===== config.mk =====
export PLATFORM = sky130hd
export DESIGN_NAME = usb_cdc_in_arbiter
export DESIGN_NICKNAME = d
export VERILOG_FILES = /design/src/rtl/usb_cdc_in_arbiter.sv
export SDC_FILE = /design/constraint.sdc
export NUM_CORES = 1
export LEC_CHECK = 0
export BUFFER_PORTS_ARGS = -buffer_cell sky130_fd_sc_hd__buf_4
export CORE_MARGIN = 5
export CORE_UTILIZATION = 45
export CTS_BUF_LIST = sky130_fd_sc_hd__clkbuf_8
export DETAILED_ROUTE_END_ITERATION = 16
export PLACE_DENSITY = 0.85
export SYNTH_ARGS = -nofsm -noshare
export SYNTH_HDL_FRONTEND = slang
export SYNTH_SLANG_ARGS = --single-unit

===== constraint.sdc =====
create_clock -name clk_i -period 4.7 [get_ports clk_i]
set_clock_uncertainty 0.15 [all_clocks]
set_input_delay 0.235 -clock clk_i [delete_from_list [all_inputs] [get_ports clk_i]]
set_output_delay 0.235 -clock clk_i [all_outputs]
set_load 0.05 [all_outputs]

===== src/rtl/usb_cdc_in_arbiter.sv =====
// ---------------------------------------------------------------------------
// usb_cdc_in_arbiter
// Round-robin arbiter that shares the usb_cdc device-to-host byte stream
// between NUM_REQ byte producers. A requester keeps the grant for a burst of
// at most MAX_BURST bytes, so bytes from different sources never interleave
// inside one USB packet. Runs entirely in the usb_cdc clock domain.
//
// Ports
//   clk_i          usb_cdc clock
//   rstn_i         asynchronous active-low reset
//   configured_i   arbitration enabled only while high
//   req_data_i     requester bytes, requester k on [8k+7:8k]
//   req_valid_i    requester byte valid
//   req_ready_o    requester byte accepted when valid & ready
//   in_data_o      byte to usb_cdc IN port
//   in_valid_o     byte valid to usb_cdc IN port
//   in_ready_i     usb_cdc IN port ready
//   grant_o        one-hot current grant, zero when idle
//   busy_o         high while a grant is held
//
// state | meaning
// ------+---------------------------------------------------------------
// IDLE  | no grant; outputs quiet; picks next requester after ptr
// GRANT | one requester connected to the IN port until burst/hold/unconfig
// ---------------------------------------------------------------------------
module usb_cdc_in_arbiter #(
    parameter int NUM_REQ     = 2,
    parameter int MAX_BURST   = 8,
    parameter int HOLD_CYCLES = 4
) (
    input  logic                 clk_i,
    input  logic                 rstn_i,
    input  logic                 configured_i,
    input  logic [8*NUM_REQ-1:0] req_data_i,
    input  logic [NUM_REQ-1:0]   req_valid_i,
    output logic [NUM_REQ-1:0]   req_ready_o,
    output logic [7:0]           in_data_o,
    output logic                 in_valid_o,
    input  logic                 in_ready_i,
    output logic [NUM_REQ-1:0]   grant_o,
    output logic                 busy_o
);

    localparam int PW = (NUM_REQ > 1) ? $clog2(NUM_REQ) : 1;
    localparam int BW = $clog2(MAX_BURST + 1);
    localparam int HW = $clog2(HOLD_CYCLES + 1);

    localparam logic [BW-1:0] BURST_LAST = BW'(MAX_BURST - 1);
    localparam logic [HW-1:0] HOLD_LAST  = HW'(HOLD_CYCLES - 1);
    localparam logic [PW-1:0] PTR_RESET  = PW'(NUM_REQ - 1);

    typedef enum logic {
        IDLE  = 1'b0,
        GRANT = 1'b1
    } state_t;

    state_t          state_q, state_d;
    logic [PW-1:0]   gidx_q, gidx_d;
    logic [PW-1:0]   ptr_q, ptr_d;
    logic [BW-1:0]   burst_cnt_q, burst_cnt_d;
    logic [HW-1:0]   idle_cnt_q, idle_cnt_d;

    logic [PW-1:0]   sel_idx;
    logic [PW-1:0]   cand;
    logic            sel_found;
    logic            gvalid;
    logic            xfer;

    // Round-robin search: first valid requester strictly after ptr, with wrap.
    always_comb begin
        sel_found = 1'b0;
        sel_idx   = '0;
        cand      = '0;
        for (int i = 1; i <= NUM_REQ; i++) begin
            cand = PW'((int'(ptr_q) + i) % NUM_REQ);
            if (!sel_found && req_valid_i[cand]) begin
                sel_found = 1'b1;
                sel_idx   = cand;
            end
        end
    end

    assign gvalid = req_valid_i[gidx_q];

    always_comb begin
        state_d     = state_q;
        gidx_d      = gidx_q;
        ptr_d       = ptr_q;
        burst_cnt_d = burst_cnt_q;
        idle_cnt_d  = idle_cnt_q;
        req_ready_o = '0;
        in_data_o   = 8'h00;
        in_valid_o  = 1'b0;
        grant_o     = '0;
        busy_o      = 1'b0;
        xfer        = 1'b0;

        case (state_q)
            IDLE: begin
                if (configured_i && sel_found) begin
                    state_d     = GRANT;
                    gidx_d      = sel_idx;
                    burst_cnt_d = '0;
                    idle_cnt_d  = '0;
                end
            end
            GRANT: begin
                busy_o      = 1'b1;
                grant_o     = NUM_REQ'(1) << gidx_q;
                in_valid_o  = gvalid;
                in_data_o   = req_data_i[{gidx_q, 3'b000} +: 8];
                req_ready_o = NUM_REQ'(in_ready_i) << gidx_q;
                xfer        = gvalid & in_ready_i;

                if (xfer) begin
                    burst_cnt_d = burst_cnt_q + BW'(1);
                end
                idle_cnt_d = gvalid ? '0 : idle_cnt_q + HW'(1);

                // The byte that fills the burst still transfers this cycle;
                // the grant drops at the following edge.
                if ((xfer && (burst_cnt_q == BURST_LAST)) ||
                    (!gvalid && (idle_cnt_q == HOLD_LAST)) ||
                    !configured_i) begin
                    state_d     = IDLE;
                    ptr_d       = gidx_q;
                    burst_cnt_d = '0;
                    idle_cnt_d  = '0;
                end
            end
            default: begin
                state_d = IDLE;
            end
        endcase
    end

    always_ff @(posedge clk_i or negedge rstn_i) begin
        if (!rstn_i) begin
            state_q     <= IDLE;
            gidx_q      <= '0;
            ptr_q       <= PTR_RESET;
            burst_cnt_q <= '0;
            idle_cnt_q  <= '0;
        end else begin
            state_q     <= state_d;
            gidx_q      <= gidx_d;
            ptr_q       <= ptr_d;
            burst_cnt_q <= burst_cnt_d;
            idle_cnt_q  <= idle_cnt_d;
        end
    end

endmodule

; ---- Word level (Yosys, flattened, before mapping)
; Index checks and enable logic that the tools add are counted.
[op_classes]
n_addsub = 4
n_lt_le_gt_ge = 3
n_eq_ne = 4
n_shift = 3
mux = 26
bitwise_logic = 2
n_reduce_logical = 12
[ops]
columns = operator, n
row1 = $shiftx A16 B5 Y8, 1
row2 = $mux W1, 14
row3 = $mux W4, 3
row4 = $mux W3, 3
row5 = $mux W8, 1
row6 = $pmux W4 S2, 1
row7 = $lt A1 B2 Y1 const B, 3
row8 = $pmux W3 S2, 1
row9 = $reduce_and A2 Y1, 3
row10 = $add A4 B1 Y4 const B, 1
row11 = $eq A4 B3 Y1 const B, 1
row12 = $logic_and A1 B1 Y1, 4
row13 = $mux W2, 2
row14 = $add A3 B1 Y3 const B, 1
row15 = $eq A3 B2 Y1 const B, 1
row16 = $logic_not A1 Y1, 3
row17 = $ne A3 B1 Y1 const B, 1
row18 = $add A1 B1 Y1 const B, 2
row19 = $logic_or A1 B1 Y1, 2
row20 = $ne A2 B2 Y1 const B, 1
row21 = $pmux W1 S2, 1
row22 = $shl A1 B1 Y2, 1
row23 = $shl A1 B1 Y2 const A, 1
row24 = $and A1 B1 Y1, 1
row25 = $not A1 Y1, 1
[totals]
ff_bits = 10
output_inout_bits = 14
elab_cells = 59

; ---- Logic depth before layout (Yosys ltp)
[logic_depth]
depth_word = 10
depth_mapped = 5

; ---- Worst setup path before layout
; No wires, ideal clock.
[synth_path]
path_type = register to output
start = register state_q
end = output port grant_o[0]
arrival_time_ns = 1.702
path_slack_ns = 2.613
path_stages_with_launch = 4
cell_sequence = dfrtp_1 -> inv_1 -> clkbuf_1 -> nor2_1
[synth_via]
elab_chain_cells = 1
[synth_rtl]
columns = element, line_no
row1 = "start, declared", 57  ; state_t state_q, state_d;
row2 = "start signal, assigned", 145  ; state_q <= state_d;
row3 = $mux W2, 98  ; case (state_q)
row4 = "end, declared", 40  ; output logic [NUM_REQ-1:0] grant_o,
; Every way passes these cells.

; ---- Worst setup path in the final report
[layout_path]
start = register gidx_q
end = register ptr_q
[layout_via]
elab_chain_cells = 7
word_cells_on_any_way = 9
cone_classes = mux: 2 / bitwise: 1 / reduce/logical: 6
[layout_rtl]
columns = element, line_no
row1 = "start, declared", 58  ; logic [PW-1:0] gidx_q, gidx_d;
row2 = "start signal, assigned", 146  ; gidx_q <= gidx_d;
row3 = $mux W1 (not written as such) (2 in a row), 83  ; assign gvalid = req_valid_i[gidx_q];
row4 = $and A1 B1 Y1 or $logic_not A1 Y1 (tied branches), "113, 123"
row5 = "$logic_and A1 B1 Y1, on equally long branches", "122, 123"
row6 = $logic_or A1 B1 Y1, 122  ; if ((xfer && (burst_cnt_q == BURST_LAST)) ||
row7 = $logic_or A1 B1 Y1, 123  ; (!gvalid && (idle_cnt_q == HOLD_LAST)) ||
row8 = $reduce_and A2 Y1 (no source line), --
row9 = "end signal, assigned", 147  ; ptr_q <= ptr_d;
row10 = "end, declared", 59  ; logic [PW-1:0] ptr_q, ptr_d;
; Parallel ways exist; a longest one is shown, timed or not. The select of a mux whose other input is x is not followed.
; A chain may end at the register's enable or synchronous reset.

==> results by group <==
Timing
  – Worst-Margin Slew: 647 ps
  – RSZ-0062 raised after global routing: false
  – Period utilization: 43.9%
  – Slew Viols, Final: 0
  – Fmax: 484 MHz
  – Number of setup violations in the final report: 0
  – Final-report hold violation count: 0
  – Post-layout min period: 2070 ps
  – Slew margin rel.: 56.9%
  – Setup_tns: 0 ps

Final layout
  – Layout cell share with drive strength beyond 1: 40.0%
  – Storage cell area: 251 um^2
  – Core Util, Final: 69.4%
  – Non-Filler Instances: 131
  – Multi-input logic area: 419 um^2
  – Fillcell total: 129
  – Ant diodes: 0
  – Area Overhead vs Synth: 46.7%
  – NumNets Final: 141

Drt
  – Final Routed Wirelength: 1910 um
  – Via count: 688
  – Via density: 5.25
  – Pre-antenna DRT Iters: 4
  – Drt drc: 0
  – Detailed Route Iter0 Violations: 6
  – Avg WL per Cell: 14.6 um
  – Antenna Violating Nets Remaining: 0

Placed design
  – RD Place Congestion: 0.772
  – Placed cells: 126
  – HPWL Detailed: 1530 um
  – PortBufs: 35

Synthesis
  – Post-synthesis sequential area ratio: 35.7%
  – Main synth FF type: dfrtp_1
  – Ys async rst share: 100%
  – Mapped Nets: 103
  – Syn. warnings: 0
  – Post-synth EDFFs: 0
  – Flops & latches, synth: 10
  – Cell Area, Synth: 704 um^2
  – Syn Inst Count: 78
  – Library cells used by synthesis: 28
  – Synthesized area per cell: 9.03 um^2

Worst setup path
  – Startpoint types: flip-flop
  – Worst setup EP type: flip-flop
  – Critical path, cell by cell: mux2i_1, nand2_1, a31oi_1, mux2_2
  – Worst endpoint required time: 4710 ps
  – Largest fanout on the critical path: 16
  – CP Buf/Inv Count: 0
  – Slowest-stage cell, CP: dfrtp_1
  – Crit Path Category: reg2reg
  – Largest stage delay on the critical path: 750 ps
  – CP delay by family, top: flip-flops
  – Arrival @ worst endpoint: 2080 ps

Floorplanning
  – Starting Density: 47.3%
  – Die X-Extent: 49.6 um
  – I/O pins: 36
  – Core Rows: 14
  – Chip height: 49.6 um
  – DIE AREA: 2460 um^2
  – Core area: 1490 um^2

CTS
  – Post-CTS Setup Repair Bufs: 0
  – TritonCTS clock tree: yes
  – CTS H-tree depth: 1
  – Worst skew pair latency: 240 ps
  – Clk slew on worst S/H paths: 50 ps
  – Longest Clk Path Bufs: 2
  – Clk root buf: clkbuf_8
  – Num Clock Sinks: 10
  – CTS Buf Count: 3

Global route
  – Total grt overflow: 0
  – Initial antenna violation count: 0
  – Largest net degree at the start of global routing: 17
  – Vias in the first global route: 709
  – Tot GR Track Use: 16.9%
  – First-pass GRT wire length: 3220 um

Run
  – Max_cap viols: 0

Power
  – VDD IR max: 282 uV
  – Total power: 500 uW
  – P_leak: 0.000555 uW
  – Power per cell area: 484 nW/um^2

Worst hold path
  – Worst min-delay path category: in2reg

Status
  – Status: complete, no violations
layout make-up:
| class | count | share of cell area (%) |
|---|---|---|
| multi-input cells | 61 | 40.6 |
| well taps | 16 | 1.94 |
| inverters | 4 | 1.45 |
| flip-flops and latches | 10 | 24.3 |
| clock buffers | 4 | 5.33 |
| repair buffers | 36 | 26.4 |
path summary, 6_finish.rpt:
path	from	end	slack (ps)	cells after the start
worst max-delay path	gidx_q	ptr_q	2630	4
worst min-delay path	req_valid_i[1]	gidx_q	120	2
worst max register to register	gidx_q	ptr_q	2630	4
worst min register to register	idle_cnt_q[2]	idle_cnt_q[2]	340	2
max in group asynchronous	rstn_i	ptr_q	3960	2
min in group asynchronous	rstn_i	idle_cnt_q[1]	210	2
cells in the final DEF (no fill, tap or decap), drive strengths merged, types with 2 or more instances in the layout:
cell,synthesis,routed
o21ai,3,3
mux2i,9,9
inv,4,4
ha,3,3
a211o,2,2
buf,1,35
or3,2,2
clkbuf,2,4
dfrtp,9,9
nand3,3,3
nand2,9,9
mux2,3,3
nor3b,2,2
nor2,14,14
cells by family (layout without fill, tap and decap cells):
| family | count (synthesis) | count (layout) | synth area share, % |
|---|---|---|---|
| and+or+nand+nor | 35 | 35 | 25.0 |
| muxes | 12 | 12 | 18.1 |
| AOI/OAI and AO/OA | 11 | 11 | 11.0 |
| DFF | 10 | 10 | 35.7 |
| buffers and inverters | 7 | 44 | 4.80 |
| adders and majority gates | 3 | 3 | 5.33 |
sequential cells by signal, summed over array words and instances, names as in the netlist:
name and cells:
burst_cnt_q 4, gidx_q 1, idle_cnt_q 3, ptr_q 1
state_q 1
synth_stat cells (2+ instances only):
| cell type | count | share of area [%] |
|---|---|---|
| nand3_1 | 3 | 2.1 |
| a211o_1 | 2 | 2.5 |
| dfrtp_1 | 9 | 32 |
| o21ai_0 | 3 | 2.1 |
| inv_1 | 4 | 2.1 |
| nor3b_2 | 2 | 3.6 |
| ha_1 | 3 | 5.3 |
| mux2i_1 | 9 | 13 |
| mux2_2 | 2 | 3.2 |
| clkbuf_1 | 2 | 1.1 |
| nor2_1 | 14 | 7.5 |
| nand2_1 | 9 | 4.8 |
layer usage:
layer / track usage (%) / part of all wire, % / up-vias
li1: - / - / 345
met1: 19.0 / 42 / 300
met2: 26.9 / 44 / 38
met3: 6.93 / 11 / 5
met4: 9.17 / 2.6 / 0
met5: 0 / 0 / -
report_power, final:
part           internal, uW  switching, uW  total, uW
Combinational          95.5            161        256
Clock                  73.8           35.2        109
Sequential              103           32.0        135
Total                   273            228        500
stage by stage:
step                      hold WS [ps]  setup WS, ps  cell area [um^2]
after floorplan                   -211          2610               704
after global placement           -81.2          2730               968
after detailed placement         -79.1          2650               968
after CTS                          121          2640              1030
after global routing               134          2500              1030
final                              123          2630              1030
timing repair:
| item | CTS | global route |
|---|---|---|
| setup endpoints to repair | 0 | 0 |
| endpoints found under the hold margin | 10 | 0 |
| resized for setup | 0 | 0 |
| hold buffers | 1 | 0 |
Power figures use the tool's default switching activity.
